--- config.mk ---
export PLATFORM = sky130hd
export DESIGN_NAME = dt1_dmem_arbiter
export DESIGN_NICKNAME = d
export VERILOG_FILES = /design/src/rtl/dt1_dmem_pkg.sv /design/src/rtl/dt1_dmem_lane_fmt.sv /design/src/rtl/dt1_dmem_arbiter.sv
export SDC_FILE = /design/constraint.sdc
export NUM_CORES = 1
export LEC_CHECK = 0
export ABC_CLOCK_PERIOD_IN_PS = 2000
export CAP_MARGIN = 20
export CORE_AREA = 2 2 122 124
export CTS_CLUSTER_DIAMETER = 80
export DETAILED_ROUTE_END_ITERATION = 16
export DIE_AREA = 0 0 124 126
export GPL_TIMING_DRIVEN = 0
export HOLD_SLACK_MARGIN = 0.03
export PLACE_DENSITY = 0.7
export SLEW_MARGIN = 20
export SYNTH_ARGS = -nofsm -noshare
export SYNTH_HDL_FRONTEND = slang
export SYNTH_HIERARCHICAL = 1
export SYNTH_SLANG_ARGS = --single-unit
--- constraint.sdc ---
create_clock -name clk -period 2 [get_ports clk]
set_input_delay 0.3 -clock clk [delete_from_list [all_inputs] [get_ports clk]]
set_output_delay 0.3 -clock clk [all_outputs]
set_load 0.005 [all_outputs]
--- src/rtl/dt1_dmem_pkg.sv ---
// Shared types and helpers for the data-memory arbiter: size codes, FSM
// states, access owner and the store-lane formatting function.
package dt1_dmem_pkg;

    localparam int unsigned DATA_W = 32;
    localparam int unsigned BE_W   = 4;

    localparam logic [1:0] SIZE_BYTE = 2'b00;
    localparam logic [1:0] SIZE_HALF = 2'b01;
    localparam logic [1:0] SIZE_WORD = 2'b10;

    typedef enum logic [1:0] {
        ST_IDLE   = 2'd0,
        ST_ISSUE  = 2'd1,
        ST_WAIT_R = 2'd2
    } dmemState_t;

    typedef enum logic {
        OWN_CPU = 1'b0,
        OWN_DMA = 1'b1
    } dmemOwner_t;

    typedef struct packed {
        logic [BE_W-1:0]   be;
        logic [DATA_W-1:0] wdata;
    } laneFmt_t;

    // Byte enables and replicated store data for a CPU store; size 11 behaves as word.
    function automatic laneFmt_t laneFormat(input logic [1:0] size,
                                            input logic [1:0] addrLo,
                                            input logic [DATA_W-1:0] wdata);
        laneFmt_t r;
        r.be    = 4'b1111;
        r.wdata = wdata;
        case (size)
            SIZE_BYTE: begin
                r.be    = 4'b0001 << addrLo;
                r.wdata = {4{wdata[7:0]}};
            end
            SIZE_HALF: begin
                r.be    = addrLo[1] ? 4'b1100 : 4'b0011;
                r.wdata = {2{wdata[15:0]}};
            end
            default: ;
        endcase
        return r;
    endfunction

    // Half on an odd address or word not on a 4-byte boundary.
    function automatic logic isMisaligned(input logic [1:0] size, input logic [1:0] addrLo);
        logic r;
        r = 1'b0;
        if (size == SIZE_HALF) begin
            r = addrLo[0];
        end else if (size[1]) begin
            r = (addrLo != 2'b00);
        end
        return r;
    endfunction

endpackage

--- src/rtl/dt1_dmem_lane_fmt.sv ---
// Combinational store-lane formatter: size and low address bits to byte
// enables plus replicated write data.
module dt1_dmem_lane_fmt
    import dt1_dmem_pkg::*;
(
    input  logic [1:0]        size,
    input  logic [1:0]        addrLo,
    input  logic [DATA_W-1:0] wdata,
    output logic [BE_W-1:0]   be,
    output logic [DATA_W-1:0] wdataRep
);

    laneFmt_t fmt;

    // Apply the shared lane-format rule.
    always_comb begin
        fmt      = laneFormat(size, addrLo, wdata);
        be       = fmt.be;
        wdataRep = fmt.wdata;
    end

endmodule

--- src/rtl/dt1_dmem_arbiter.sv ---
// Data-memory arbiter between the CPU memory stage and a DMA port onto one
// req/gnt/rvalid SRAM, one access outstanding at a time.
// Optional build macro: DT1_DMEM_MISALIGN_CHECK_EN rejects misaligned CPU
// half/word accesses in IDLE instead of issuing them.
module dt1_dmem_arbiter
    import dt1_dmem_pkg::*;
#(
    parameter int unsigned ADDR_W       = 32,
    parameter int unsigned STARVE_LIMIT = 4
) (
    input  logic              clk,
    input  logic              rst,
    input  logic              cpu_req,
    input  logic              cpu_we,
    input  logic [1:0]        cpu_size,
    input  logic [ADDR_W-1:0] cpu_addr,
    input  logic [31:0]       cpu_wdata,
    output logic              cpu_stall,
    output logic              cpu_rvalid,
    output logic [31:0]       cpu_rdata,
    input  logic              dma_req,
    input  logic              dma_we,
    input  logic [ADDR_W-1:0] dma_addr,
    input  logic [31:0]       dma_wdata,
    input  logic [3:0]        dma_be,
    output logic              dma_gnt,
    output logic              dma_rvalid,
    output logic [31:0]       dma_rdata,
    output logic              mem_req,
    output logic              mem_we,
    output logic [ADDR_W-1:0] mem_addr,
    output logic [3:0]        mem_be,
    output logic [31:0]       mem_wdata,
    input  logic              mem_gnt,
    input  logic              mem_rvalid,
    input  logic [31:0]       mem_rdata,
    output logic              misalign_err
);

    localparam int unsigned CNT_W = $clog2(STARVE_LIMIT + 1);
    localparam logic [ADDR_W-1:0] WORD_MASK = ~ADDR_W'(3);

    dmemState_t       state;
    dmemState_t       stateNext;
    dmemOwner_t       owner;
    logic [CNT_W-1:0] starveCnt;
    logic [3:0]       laneBe;
    logic [31:0]      laneWdata;
    logic             pickDma;
    logic             pickCpu;
    logic             cpuMisalign;
    logic             issueCpu;
    logic             startAccess;
    logic             misalignHit;
    logic             cpuDone;

    dt1_dmem_lane_fmt uLaneFmt (
        .size     (cpu_size),
        .addrLo   (cpu_addr[1:0]),
        .wdata    (cpu_wdata),
        .be       (laneBe),
        .wdataRep (laneWdata)
    );

`ifdef DT1_DMEM_MISALIGN_CHECK_EN
    assign cpuMisalign = isMisaligned(cpu_size, cpu_addr[1:0]);
`else
    assign cpuMisalign = 1'b0;
`endif

    // CPU has priority unless DMA has waited through STARVE_LIMIT CPU grants.
    assign pickDma     = dma_req & (~cpu_req | (starveCnt == CNT_W'(STARVE_LIMIT)));
    assign pickCpu     = cpu_req & ~pickDma;
    assign issueCpu    = pickCpu & ~cpuMisalign;
    assign startAccess = (state == ST_IDLE) & (issueCpu | pickDma);
    assign misalignHit = (state == ST_IDLE) & pickCpu & cpuMisalign;

    // State register.
    always_ff @(posedge clk) begin
        if (rst) begin
            state <= ST_IDLE;
        end else begin
            state <= stateNext;
        end
    end

    // Next-state logic.
    always_comb begin
        stateNext = state;
        case (state)
            ST_IDLE:   if (startAccess) stateNext = ST_ISSUE;
            ST_ISSUE:  if (mem_gnt) stateNext = mem_we ? ST_IDLE : ST_WAIT_R;
            ST_WAIT_R: if (mem_rvalid) stateNext = ST_IDLE;
            default:   stateNext = ST_IDLE;
        endcase
    end

    // Per-state outputs and completion routing to the owner.
    always_comb begin
        mem_req      = 1'b0;
        cpuDone      = 1'b0;
        cpu_rvalid   = 1'b0;
        cpu_rdata    = 32'h0;
        dma_gnt      = 1'b0;
        dma_rvalid   = 1'b0;
        dma_rdata    = 32'h0;
        misalign_err = 1'b0;
        case (state)
            ST_IDLE: begin
                if (misalignHit) begin
                    cpuDone      = 1'b1;
                    misalign_err = 1'b1;
                    cpu_rvalid   = ~cpu_we;
                end
            end
            ST_ISSUE: begin
                mem_req = 1'b1;
                if (mem_gnt) begin
                    if (owner == OWN_DMA) begin
                        dma_gnt = 1'b1;
                    end else begin
                        cpuDone = mem_we;
                    end
                end
            end
            ST_WAIT_R: begin
                if (mem_rvalid) begin
                    if (owner == OWN_DMA) begin
                        dma_rvalid = 1'b1;
                        dma_rdata  = mem_rdata;
                    end else begin
                        cpuDone    = 1'b1;
                        cpu_rvalid = 1'b1;
                        cpu_rdata  = mem_rdata;
                    end
                end
            end
            default: ;
        endcase
        cpu_stall = cpu_req & ~cpuDone;
    end

    // Latch the winning request's fields and track DMA starvation.
    always_ff @(posedge clk) begin
        if (rst) begin
            owner     <= OWN_CPU;
            mem_we    <= 1'b0;
            mem_addr  <= '0;
            mem_be    <= 4'b0000;
            mem_wdata <= 32'h0;
            starveCnt <= '0;
        end else begin
            if (startAccess) begin
                if (pickDma) begin
                    owner     <= OWN_DMA;
                    mem_we    <= dma_we;
                    mem_addr  <= dma_addr & WORD_MASK;
                    mem_be    <= dma_be;
                    mem_wdata <= dma_wdata;
                end else begin
                    owner     <= OWN_CPU;
                    mem_we    <= cpu_we;
                    mem_addr  <= cpu_addr & WORD_MASK;
                    mem_be    <= cpu_we ? laneBe : 4'b1111;
                    mem_wdata <= laneWdata;
                end
            end
            if (!dma_req) begin
                starveCnt <= '0;
            end else if (startAccess && pickDma) begin
                starveCnt <= '0;
            end else if (startAccess && issueCpu && (starveCnt != CNT_W'(STARVE_LIMIT))) begin
                starveCnt <= starveCnt + CNT_W'(1);
            end
        end
    end

endmodule
# After elaboration in Yosys (flattened, before gate mapping)
# Cells that the tools add are included.
# classes
n_mux	31
bitwise	10
addsub	1
n_eq_ne	8
shift	1
reduce_logical	7
# op_table
cell	n
$mux 32	8
$pmux 36 s2	1
$mux 1	13
$mux 4	3
$mux 2	4
$ne 2x2->1 const B	3
$pmux 2 s3	1
$and 1x1->1	4
$eq 2x1->1 const B	2
$logic_not 2->1	2
$not 1->1	4
$shl 1x2->4 const A	1
$add 3x1->3 const B	1
$eq 3x3->1 const B	1
$logic_and 1x1->1	3
$ne 3x3->1 const B	1
$reduce_and 3->1	1
$reduce_or 3->1	1
$eq 2x2->1 const B	1
$or 1x1->1	2
$pmux 1 s2	1
# totals
regBits	75
output_inout_bits	139
wordCells	65

# Longest topological paths before layout
# Gate-level depths: netlist of run 1.
# logic_depth
word_depth	9
mapped_depth	8
ltp_nobuf	5

# Hierarchy
# The synthesis of run 1 kept the hierarchy.
# by_module_without_submodules
mod	seq_area_each_um2	instances	area_per_inst_um2	cells_per_inst
dt1_dmem_arbiter	1461.4	1	3971.3	520
dt1_dmem_lane_fmt	0.0	1	524.3	60

# Worst setup path before layout of run 1
# OpenSTA, ideal clock, no wires.
# synth_path
path_kind	register to output
startpoint	register state[0]
endpoint	output port cpu_rdata[10]
t_required_ns	1.700
n_path_buf	2
arrival_time_ns	1.283
setup_slack_ns	0.417
path_stages_with_launch	7
cell_sequence	dfxtp_1 -> inv_1 -> ha_1 -> and3b_1 -> clkbuf_1 -> clkbuf_1 -> and2_1
# synth_via
elab_chain_len	2
# synth_rtl
item	line	rtl
from (decl)	dt1_dmem_arbiter.sv:43	dmemState_t state;
from (signal assigned)	dt1_dmem_arbiter.sv:83	state <= stateNext;
$eq 2x2->1	dt1_dmem_arbiter.sv:108	case (state)
$mux 32	dt1_dmem_arbiter.sv:108	
to (decl)	dt1_dmem_arbiter.sv:20	output logic [31:0] cpu_rdata,
# Every way passes these cells.

# Final worst setup path of run 1
# layout_path
startpoint	register state[0]
endpoint	output port cpu_rdata[17]
# The elaborated chain is that of the path after synthesis.

==> results of run 1 <==
[worst reg2reg max path, cell delays in order, from the launching register on]
cell and delay (ns):
dfxtp_2 0.32, inv_2 0.07, buf_4 0.11, ha_1 0.13, buf_2 0.19, o21a_1 0.16, clkbuf_4 0.21, clkbuf_4 0.23
nor2_1 0.06, a311oi_1 0.25
[through the flow]
| step | instance area (um2) | total power [W] | util | std cells |
|---|---|---|---|---|
| 2_1_floorplan | 4500 | 0.00294 | - | 582 |
| 3_5_place_dp | 7790 | 0.00438 | 0.544 | 1071 |
| 6_report | 8310 | 0.00614 | 0.581 | 1101 |
| 3_3_place_gp | 7790 | 0.00437 | 0.544 | 1071 |
| 4_1_cts | 8270 | 0.00614 | 0.578 | 1105 |
| 5_1_grt | 8310 | 0.00648 | 0.581 | 1101 |
[power by group through the flow]
| stage | combinational, W | clock [W] | sequential (W) |
|---|---|---|---|
| 2_1_floorplan | 0.000940 | 0 | 0.00200 |
| 3_3_place_gp | 0.00237 | 0 | 0.00199 |
| 3_5_place_dp | 0.00239 | 0 | 0.00199 |
| 4_1_cts | 0.00249 | 0.00167 | 0.00197 |
| 5_1_grt | 0.00273 | 0.00173 | 0.00202 |
| 6_report | 0.00252 | 0.00164 | 0.00198 |
[registers in the layout (all words and copies together) (netlist names)]
signal     count
starveCnt      3
mem_wdata     32
state          2
mem_addr      30
owner          1
mem_we         1
mem_be         4
[worst paths after layout]
check,start,slack (ns),endpoint,cells after the start
max,state[0]$_SDFFE_PP0P_,0.02,cpu_rdata[17],7
max reg2reg,state[0]$_SDFFE_PP0P_,0.18,mem_wdata[29]$_SDFFE_PP0P_,9
min,mem_be[0]$_SDFFE_PP0P_,0.47,mem_be[0]$_SDFFE_PP0P_,2
min reg2reg,mem_be[0]$_SDFFE_PP0P_,0.47,mem_be[0]$_SDFFE_PP0P_,2
[cell type report]
cell class,count,share of cell area
clock inverters,3,0.00482
repair buffers,322,0.377
well taps,184,0.0277
multi-input cells,428,0.327
inverters,8,0.00361
clock buffers,12,0.0309
flip-flops and latches,73,0.176
plain buffers,71,0.0519
[what timing repair did]
| action | in CTS | in global routing |
|---|---|---|
| gates resized for setup | 188 | 66 |
| endpoints found under the hold margin | 0 | 0 |
| setup endpoints to repair | 67 | 91 |
| setup buffers | 16 | 2 |
| cloned | 4 | 0 |
| pin swaps | 6 | 10 |
[layout by cell type, fill, tap and decap left out, types with 16 or more instances in the layout]
master / count
clkbuf_1: 23
clkbuf_2: 16
and2_4: 19
buf_4: 18
clkdlybuf4s50_1: 238
dfxtp_1: 71
buf_6: 30
a31oi_1: 50
buf_2: 22
nand3_1: 64
and2_1: 47
o21ai_0: 71
o21ai_1: 48
dlygate4sd2_1: 36
[logic make-up (layout without fill, tap and decap cells)]
group                    after synthesis  in the layout  share of synthesized area
AO/OA/AOI/OAI                        215            215                      0.287
adder cells (fa/ha/maj)                6              6                     0.0167
multiplexers                          24             24                     0.0579
other                                  1              3                   0.000834
AND/OR/NAND/NOR                      179            180                      0.221
buffers and inverters                 82            416                     0.0913
flip-flops                            73             73                      0.325
[layer usage]
layer,part of all wire,vias to the layer above
met5,0.00054,-
met1,0.36,2611
li1,-,2763
met3,0.097,35
met2,0.52,273
met4,0.024,2
==> results.md, run 1 <==
* Synth Flop Type: dfxtp_1
* Syn avg cell area at 7.75 um2
* Cell family with most CP delay: simple AND/OR/NAND/NOR gates
* Vias at 5684
* Final setup margin at 0.0219 ns
* First-pass GRT wire length at 30.3 mm
* CTS root buf: clkbuf_16
* CP max FO at 6
* P_leak at 3.40 nW
* Worst-margin pin slew at 0.766 ns
* Post-Syn Area at 4500 um2
* IO Count at 313
* Synth cell count leaders: dfxtp_1 (73), o21ai_0 (71), and2_1 (66)
* RSZ-0062 raised after global routing: yes
* Routed vias/inst at 5.16
* CTS H-tree lvls at 3
* Worst Setup Start Kind: flip-flop
* Hold WC Path Type: flip-flop to flip-flop
* Gr usage total at 0.251
* Critical Path RT at 1.70 ns
* Fin crit share at 0.989
* CP Cell Sequence: inv_2, ha_4, and3b_2, buf_8, buf_6, and2_4, buf_6
* WL final at 20.3 mm
* Sequential element share of the synthesized area at 0.325
* TritonCTS clock tree: yes
* Average wire per standard cell at 18.5 um
* Register bit total from synthesis at 73
* Most frequent CP cell: buf_6
* WHS at 0.473 ns
* Sequential power share at 0.322
* Met3 usage at 0.0824
* Initial Utilization at 0.314
* Post-DRT Antenna Nets at 0
* Final Skew at 0.00670 ns
* Maximum vdd drop at 0.463 mV
* Fmax at 506 MHz
* Comb power frac at 0.411
* Core ar. at 14300 um2
* Final-layout fill cell count at 1371
* Reg area at 1470 um2
* Share of the synthesized area in the top cell type at 0.325
* Syn Inst Count at 580
* Initial antenna violation count at 1
* EDFF count, synth at 0
* Die area at 15600 um2
* Largest net degree at the start of global routing at 12
* Area of the multi-input gates at 2720 um2
* Slew HR at 0.484
* Vias in the first global route at 5568
* Crit path DAT at 1.68 ns
* Slowest stage cell, crit path: and3b_2
* Clk Latency, worst-skew pair at 0.34 ns
* Antenna Cells at 0
* DRC viols at 0
* Most frequent cell after synthesis: dfxtp_1
* Critical Setup Path Class: flip-flop to primary output
* Most Crowded Layer GR: met2
* Crit path largest cell delay at 0.33 ns
* Max-cap violations at 0
* Buffers plus inverters on the worst setup path at 4
* Total gr overflow at 0
* Status: finished clean
* Row count at 44
* Power Density at 738 nW/um2
* Input/output buffers at 305
* Sw frac at 0.313
* Nets at 1093
* Hpwl dp at 15.5 mm
* Fin. max-slew vios at 0
* Clock-pin slew on the worst setup and hold paths at 0.05 ns
* Synth unique cells at 44
* Crit. End Element: primary output
* Post-Place Setup Slack at -0.630 ns
* TritonCTS sink count at 73
* Grt met2 use at 0.453
* Ys async rst share at 0
* Internal Power at 0.00422 W
* Yosys top cell by area: dfxtp_1
* Initial drt markers at 233
* Switching power total at 0.00192 W
* Clock network fraction of design power at 0.267
* Gpl congestion at 0.820
* Tmin final at 1.98 ns
* Die height at 126 um
* Yosys warns at 6
* Largest cells by area after synthesis: dfxtp_1 (33%), and2_1 (9.2%), o21ai_0 (7.9%)
* First-pass DRT Iterations at 5
* GR met1 Demand/Resource at 0.276
* TritonCTS buffer count at 9
* Die W at 124 um
* Setup Viol. Count Final at 0
* Synth-to-Final Area Change at 84.9%
* Fraction of layout cells with a size suffix above 1 at 0.182
* Final Hold Fails at 0
* Clk buf depth at 2
* TNS Setup at 0 ns
* Cts hold-fix bufs at 0
No activity file was read; power rests on OpenSTA's default activity.
==> inputs of run 2 (changes only) <==
- ABC_CLOCK_PERIOD_IN_PS: 2000 -> 2100
- GPL_ROUTABILITY_DRIVEN: unset -> 0
- clock period: 2 -> 2.1 ns (I/O delays scaled with it)
==> run 2 against run 1 <==
Against the previous run:
- non-clock buffer count is 5 lower
- critical path type unchanged
- sequential power is 5% lower
- clock power is 5% lower
- critical path depth is 1 higher
- setup slack better by 0.011 ns
- total power is 6.1% lower
- utilization is 0.94 points lower
- via count is 1.1% lower
- largest power group unchanged
==> results.md, run 2 (synthesized netlist as in run 1, its figures left out) <==
* Tmin final at 2.07 ns
* TritonCTS sink count at 73 (unchanged)
* Vias in the first global route at 5449 (was 5568)
* Clk buf depth at 2 (unchanged)
* First-pass DRT Iterations at 6 (was 5)
* Post-DRT Antenna Nets at 0 (unchanged)
* WHS at 0.473 ns (about the same)
* Routed vias/inst at 5.13 (was 5.16)
* Power Density at 705 nW/um2 (was 738 nW/um2)
* Comb power frac at 0.402 (was 0.411)
* Buffers plus inverters on the worst setup path at 5 (was 4)
* Sequential power share at 0.326 (was 0.322)
* Synth-to-Final Area Change at 81.9% (was 84.9%)
* Initial drt markers at 217 (was 233)
* CTS root buf: clkbuf_16 (unchanged)
* CP max FO at 4 (was 6)
* Largest registers: mem_wdata: 32 flops, mem_addr: 30 flops, mem_be: 4 flops (unchanged)
* DRC viols at 0 (unchanged)
* Die height at 126 um (unchanged)
* Worst-margin pin slew at 0.766 ns (about the same)
* Fin crit share at 0.984
* Cell family with most CP delay: buffers and inverters (was simple AND/OR/NAND/NOR gates)
* Fin. max-slew vios at 0 (unchanged)
* Max-cap violations at 0 (unchanged)
* Status: finished clean (unchanged)
* Final Skew at 0.00607 ns (was 0.00670 ns)
* Maximum vdd drop at 0.442 mV (was 0.463 mV)
* Core ar. at 14300 um2 (unchanged)
* Commonest non-fill, non-tap cell in the layout: clkdlybuf4s50_1 (unchanged)
* Switching power total at 0.00181 W (was 0.00192 W)
* Max FFs per register at 32 (unchanged)
* Pwr Total at 0.00576 W (was 0.00614 W)
* TritonCTS clock tree: yes (unchanged)
* TritonCTS buffer count at 9 (unchanged)
* Sw frac at 0.313 (about the same)
* Vias at 5621 (was 5684)
* Final core occ at 0.571 (was 0.581)
* Most frequent CP cell: buf_6 (unchanged)
* Initial antenna violation count at 1 (unchanged)
* Row count at 44 (unchanged)
* Hold WC Path Type: flip-flop to flip-flop (unchanged)
* Internal Power at 0.00396 W (was 0.00422 W)
* Die area at 15600 um2 (unchanged)
* Biggest register: mem_wdata (unchanged)
* Largest net degree at the start of global routing at 12 (unchanged)
* Crit path largest cell delay at 0.34 ns (was 0.33 ns)
* Crit path DAT at 1.75 ns (was 1.68 ns)
* Fraction of layout cells with a size suffix above 1 at 0.148 (was 0.182)
* Gr usage total at 0.247 (was 0.251)
* IO Count at 313 (unchanged)
* Non-filler cells, final at 1095 (was 1101)
* RSZ-0062 raised after global routing: yes (unchanged)
* Fmax at 484 MHz
* Final Hold Fails at 0 (unchanged)
* Total gr overflow at 0 (unchanged)
* Slew HR at 0.484 (about the same)
* Cts hold-fix bufs at 0 (unchanged)
* Critical Setup Path Class: flip-flop to primary output (unchanged)
* First-pass GRT wire length at 29.8 mm (was 30.3 mm)
* Antenna Cells at 0 (unchanged)
* Placed insts at 1071 (unchanged)
* P_leak at 3.41 nW (was 3.40 nW)
* Initial Utilization at 0.314 (unchanged)
* CP Cell Sequence: inv_2, ha_4, and3b_2, buf_6, clkbuf_8, buf_6, and2_4, buf_6 (was inv_2, ha_4, and3b_2, buf_8, buf_6, and2_4, buf_6)
* CTS H-tree lvls at 3 (unchanged)
* WL final at 20.1 mm (was 20.3 mm)
* Worst Setup Start Kind: flip-flop (unchanged)
* Critical Path RT at 1.78 ns (was 1.70 ns)
* Average wire per standard cell at 18.3 um (was 18.5 um)
* Input/output buffers at 305 (unchanged)
* Clock network fraction of design power at 0.271 (was 0.267)
* Commonest cells after routing, fill and taps aside: clkdlybuf4s50_1 (239), o21ai_0 (71), dfxtp_1 (71) (was clkdlybuf4s50_1 (238), o21ai_0 (71), dfxtp_1 (71))
* Nets at 1087 (was 1093)
* Setup Viol. Count Final at 0 (unchanged)
* Clock-pin slew on the worst setup and hold paths at 0.05 ns (about the same)
* Clk Latency, worst-skew pair at 0.33 ns (was 0.34 ns)
* Crit. End Element: primary output (unchanged)
* Slowest stage cell, crit path: dfxtp_2 (was and3b_2)
* Hpwl dp at 15.5 mm (unchanged)
* Die W at 124 um (unchanged)
## run 2: power by group through the flow
stage / Sequential [W] / Clock (W) / Combinational (W)
5_1_grt: 0.00192 / 0.00165 / 0.00252
3_3_place_gp: 0.00190 / 0 / 0.00226
3_5_place_dp: 0.00190 / 0 / 0.00228
4_1_cts: 0.00188 / 0.00159 / 0.00230
6_report: 0.00188 / 0.00156 / 0.00232
2_1_floorplan: 0.00191 / 0 / 0.000895
## run 2: worst paths after layout
check,startpoint,endpoint,slack (ns),depth (start not counted)
worst min-delay path,mem_be[0]$_SDFFE_PP0P_,mem_be[0]$_SDFFE_PP0P_,0.47,2
worst max-delay path,state[0]$_SDFFE_PP0P_,cpu_rdata[1],0.03,8
worst max register to register,state[0]$_SDFFE_PP0P_,mem_wdata[30]$_SDFFE_PP0P_,0.16,8
worst min register to register,mem_be[0]$_SDFFE_PP0P_,mem_be[0]$_SDFFE_PP0P_,0.47,2
## run 2: final cells by class
class | count | area (um2)
buffer | 73 | 448
clock buffer | 12 | 256
clock inverter | 3 | 40.0
fill | 1392 | 6140
inverter | 8 | 30.0
multi-input combinational | 427 | 2660
sequential | 73 | 1460
tap | 184 | 230
timing repair buffer | 315 | 3050
## run 2: stage by stage
stage                     cell area (um2)  setup TNS (ns)  setup WS (ns)
after global placement               7790          -25.35         -0.570
after floorplan                      4500               0          0.502
after CTS                            8130           -1.16         -0.178
final                                8180               0         0.0334
after detailed placement             7790          -26.83         -0.560
after global routing                 8180         -0.0775        -0.0217
## run 2: metal layers
metal / routed length (um) / global-route usage
met3: 1950 / 0.0802
met4: 494 / 0.0701
met2: 10200 / 0.444
met5: 11 / 0
met1: 7430 / 0.274
## run 2: timing repair
| action | in CTS | in global routing |
|---|---|---|
| pin swaps | 0 | 2 |
| buffers inserted | 3 | 6 |
| endpoints found under the setup margin | 67 | 78 |
| gates resized for setup | 90 | 89 |
| cloned | 1 | 0 |
## run 2: worst reg2reg max path: cells and delay by family, from the launching register on
| kind | cells | cell delay [ns] |
|---|---|---|
| AO/OA/AOI/OAI | 2 | 0.32 |
| adder cells (fa/ha/maj) | 1 | 0.13 |
| buffers and inverters | 5 | 1.02 |
| flip-flops | 1 | 0.33 |
==> inputs of run 3 (changes only) <==
- CTS_CLUSTER_SIZE: unset -> 10
- RECOVER_POWER: unset -> 100
==> run 3 against run 2 <==
Against the previous run:
- non-clock buffer count unchanged
- final cell count unchanged
- utilization down 0.052 points
- sequential share of layout area about the same
- count of clock-buffer cells in the layout unchanged
- final area about the same
- critical path type unchanged
- critical endpoint unchanged
- largest power group unchanged
==> results.md, run 3 (synthesized netlist as in run 1, its figures left out) <==
* Comb power frac at 0.392 (was 0.402)
* Hold WC Path Type: flip-flop to flip-flop (unchanged)
* Fin. max-slew vios at 0 (unchanged)
* Switching power total at 0.00179 W (was 0.00181 W)
* Final Hold Fails at 0 (unchanged)
* Post-DRT Antenna Nets at 0 (unchanged)
* WL final at 20.1 mm (about the same)
* TritonCTS clock tree: yes (unchanged)
* Cts hold-fix bufs at 0 (unchanged)
* Gr usage total at 0.247 (unchanged)
* Maximum vdd drop at 0.427 mV (was 0.442 mV)
* First-pass DRT Iterations at 5 (was 6)
* Input/output buffers at 305 (unchanged)
* Crit path DAT at 1.75 ns (about the same)
* Largest net degree at the start of global routing at 12 (unchanged)
* Final Skew at 0.00647 ns (was 0.00607 ns)
* Core ar. at 14300 um2 (unchanged)
* Fin crit share at 0.984 (about the same)
* Slew HR at 0.491 (was 0.484)
* CTS root buf: clkbuf_16 (unchanged)
* Biggest register: mem_wdata (unchanged)
* Initial antenna violation count at 1 (unchanged)
* TritonCTS buffer count at 9 (unchanged)
* Vias in the first global route at 5449 (unchanged)
* Commonest non-fill, non-tap cell in the layout: clkdlybuf4s50_1 (unchanged)
* Routed vias/inst at 5.14 (was 5.13)
* Tmin final at 2.07 ns (about the same)
* Initial drt markers at 258 (was 217)
* Fraction of layout cells with a size suffix above 1 at 0.148 (unchanged)
* Die area at 15600 um2 (unchanged)
* Clk Latency, worst-skew pair at 0.34 ns (was 0.33 ns)
* Initial Utilization at 0.314 (unchanged)
* Die height at 126 um (unchanged)
* DRC viols at 0 (unchanged)
* Vias at 5631 (was 5621)
* Power Density at 690 nW/um2 (was 705 nW/um2)
* Worst Setup Start Kind: flip-flop (unchanged)
* P_leak at 3.49 nW (was 3.41 nW)
* TritonCTS sink count at 73 (unchanged)
* RSZ-0062 raised after global routing: yes (unchanged)
* Crit. End Element: primary output (unchanged)
* Hpwl dp at 15.5 mm (unchanged)
* Worst-margin pin slew at 0.755 ns (was 0.766 ns)
* Largest registers: mem_wdata: 32 flops, mem_addr: 30 flops, mem_be: 4 flops (unchanged)
* Final-layout fill cell count at 1393 (was 1392)
* Critical Path RT at 1.78 ns (about the same)
* Clk buf depth at 2 (unchanged)
* Antenna Cells at 0 (unchanged)
* WHS at 0.472 ns (was 0.473 ns)
* Area of the multi-input gates at 2660 um2 (unchanged)
* Die W at 124 um (unchanged)
* Clock-pin slew on the worst setup and hold paths at 0.05 ns (about the same)
* Commonest cells after routing, fill and taps aside: clkdlybuf4s50_1 (171), o21ai_0 (72), dfxtp_1 (71) (was clkdlybuf4s50_1 (239), o21ai_0 (71), dfxtp_1 (71))
* Row count at 44 (unchanged)
* Nets at 1087 (unchanged)
* Max-cap violations at 0 (unchanged)
* Total gr overflow at 0 (unchanged)
* Clock network fraction of design power at 0.277 (was 0.271)
* Synth-to-Final Area Change at 81.7% (was 81.9%)
* Setup Viol. Count Final at 0 (unchanged)
* Final core occ at 0.571 (about the same)
* First-pass GRT wire length at 29.8 mm (unchanged)
* Sw frac at 0.318 (was 0.313)
* Fmax at 484 MHz (about the same)
* Average wire per standard cell at 18.3 um (about the same)
* Critical Setup Path Class: flip-flop to primary output (unchanged)
* Sequential power share at 0.331 (was 0.326)
* Max FFs per register at 32 (unchanged)
* Status: finished clean (unchanged)
* Internal Power at 0.00384 W (was 0.00396 W)
* CP max FO at 4 (unchanged)
* Reg area at 1460 um2 (unchanged)
* IO Count at 313 (unchanged)
* CTS H-tree lvls at 3 (unchanged)
## run 3: per-stage QoR
| stage | instances | worst slack (ns) | cell area (um2) | power [W] | TNS [ns] |
|---|---|---|---|---|---|
| floorplan | 582 | 0.502 | 4500 | 0.00280 | 0 |
| global placement | 1071 | -0.570 | 7790 | 0.00416 | -25.35 |
| detailed placement | 1071 | -0.560 | 7790 | 0.00417 | -26.83 |
| CTS | 1089 | -0.178 | 8130 | 0.00577 | -1.16 |
| global route | 1095 | -0.0217 | 8170 | 0.00596 | -0.0775 |
| finish | 1095 | 0.0346 | 8170 | 0.00564 | 0 |
## run 3: repair_timing
| action | 4_1_cts | 5_1_grt |
|---|---|---|
| gates resized for setup | 90 | 89 |
| setup buffers | 3 | 6 |
| pin swaps | 0 | 2 |
| gates cloned | 1 | 0 |
| setup endpoints to repair | 67 | 78 |
## run 3: final cells by class
class / instances / area share
inverter: 8 / 0.00368
tap: 184 / 0.0282
clock inverter: 3 / 0.00490
sequential: 73 / 0.179
clock buffer: 12 / 0.0314
timing repair buffer: 315 / 0.372
multi-input combinational: 427 / 0.326
buffer: 73 / 0.0548
## run 3: metal layers
| metal | global-route usage | part of all wire | vias up |
|---|---|---|---|
| met3 | 0.0802 | 0.097 | 30 |
| met1 | 0.274 | 0.37 | 2581 |
| met4 | 0.0701 | 0.022 | 2 |
| met5 | 0 | 0.00060 | - |
| met2 | 0.444 | 0.51 | 258 |
| li1 | - | - | 2760 |
## run 3: worst paths after layout
path                                from                         end  slack (ns)  cells after the start
setup / recovery   state[0]$_SDFFE_PP0P_                cpu_rdata[1]        0.03                      8
hold / removal    mem_be[0]$_SDFFE_PP0P_      mem_be[0]$_SDFFE_PP0P_        0.47                      2
setup reg to reg   state[0]$_SDFFE_PP0P_  mem_wdata[30]$_SDFFE_PP0P_        0.16                      8
hold reg to reg   mem_be[0]$_SDFFE_PP0P_      mem_be[0]$_SDFFE_PP0P_        0.47                      2
## run 3: power groups by stage
stage	Clock [W]	Sequential, W	Combinational, W
after floorplan	0	0.00191	0.000895
after global placement	0	0.00190	0.00226
after detailed placement	0	0.00190	0.00228
after CTS	0.00159	0.00188	0.00230
after global routing	0.00165	0.00191	0.00240
final	0.00156	0.00187	0.00221
## run 3: critical path, stage by stage (launching register included)
cell and delay (ns):
dfxtp_2 0.34, inv_2 0.06, ha_4 0.16, and3b_2 0.24, buf_6 0.12, clkbuf_8 0.13
buf_6 0.11, and2_4 0.15, buf_6 0.11
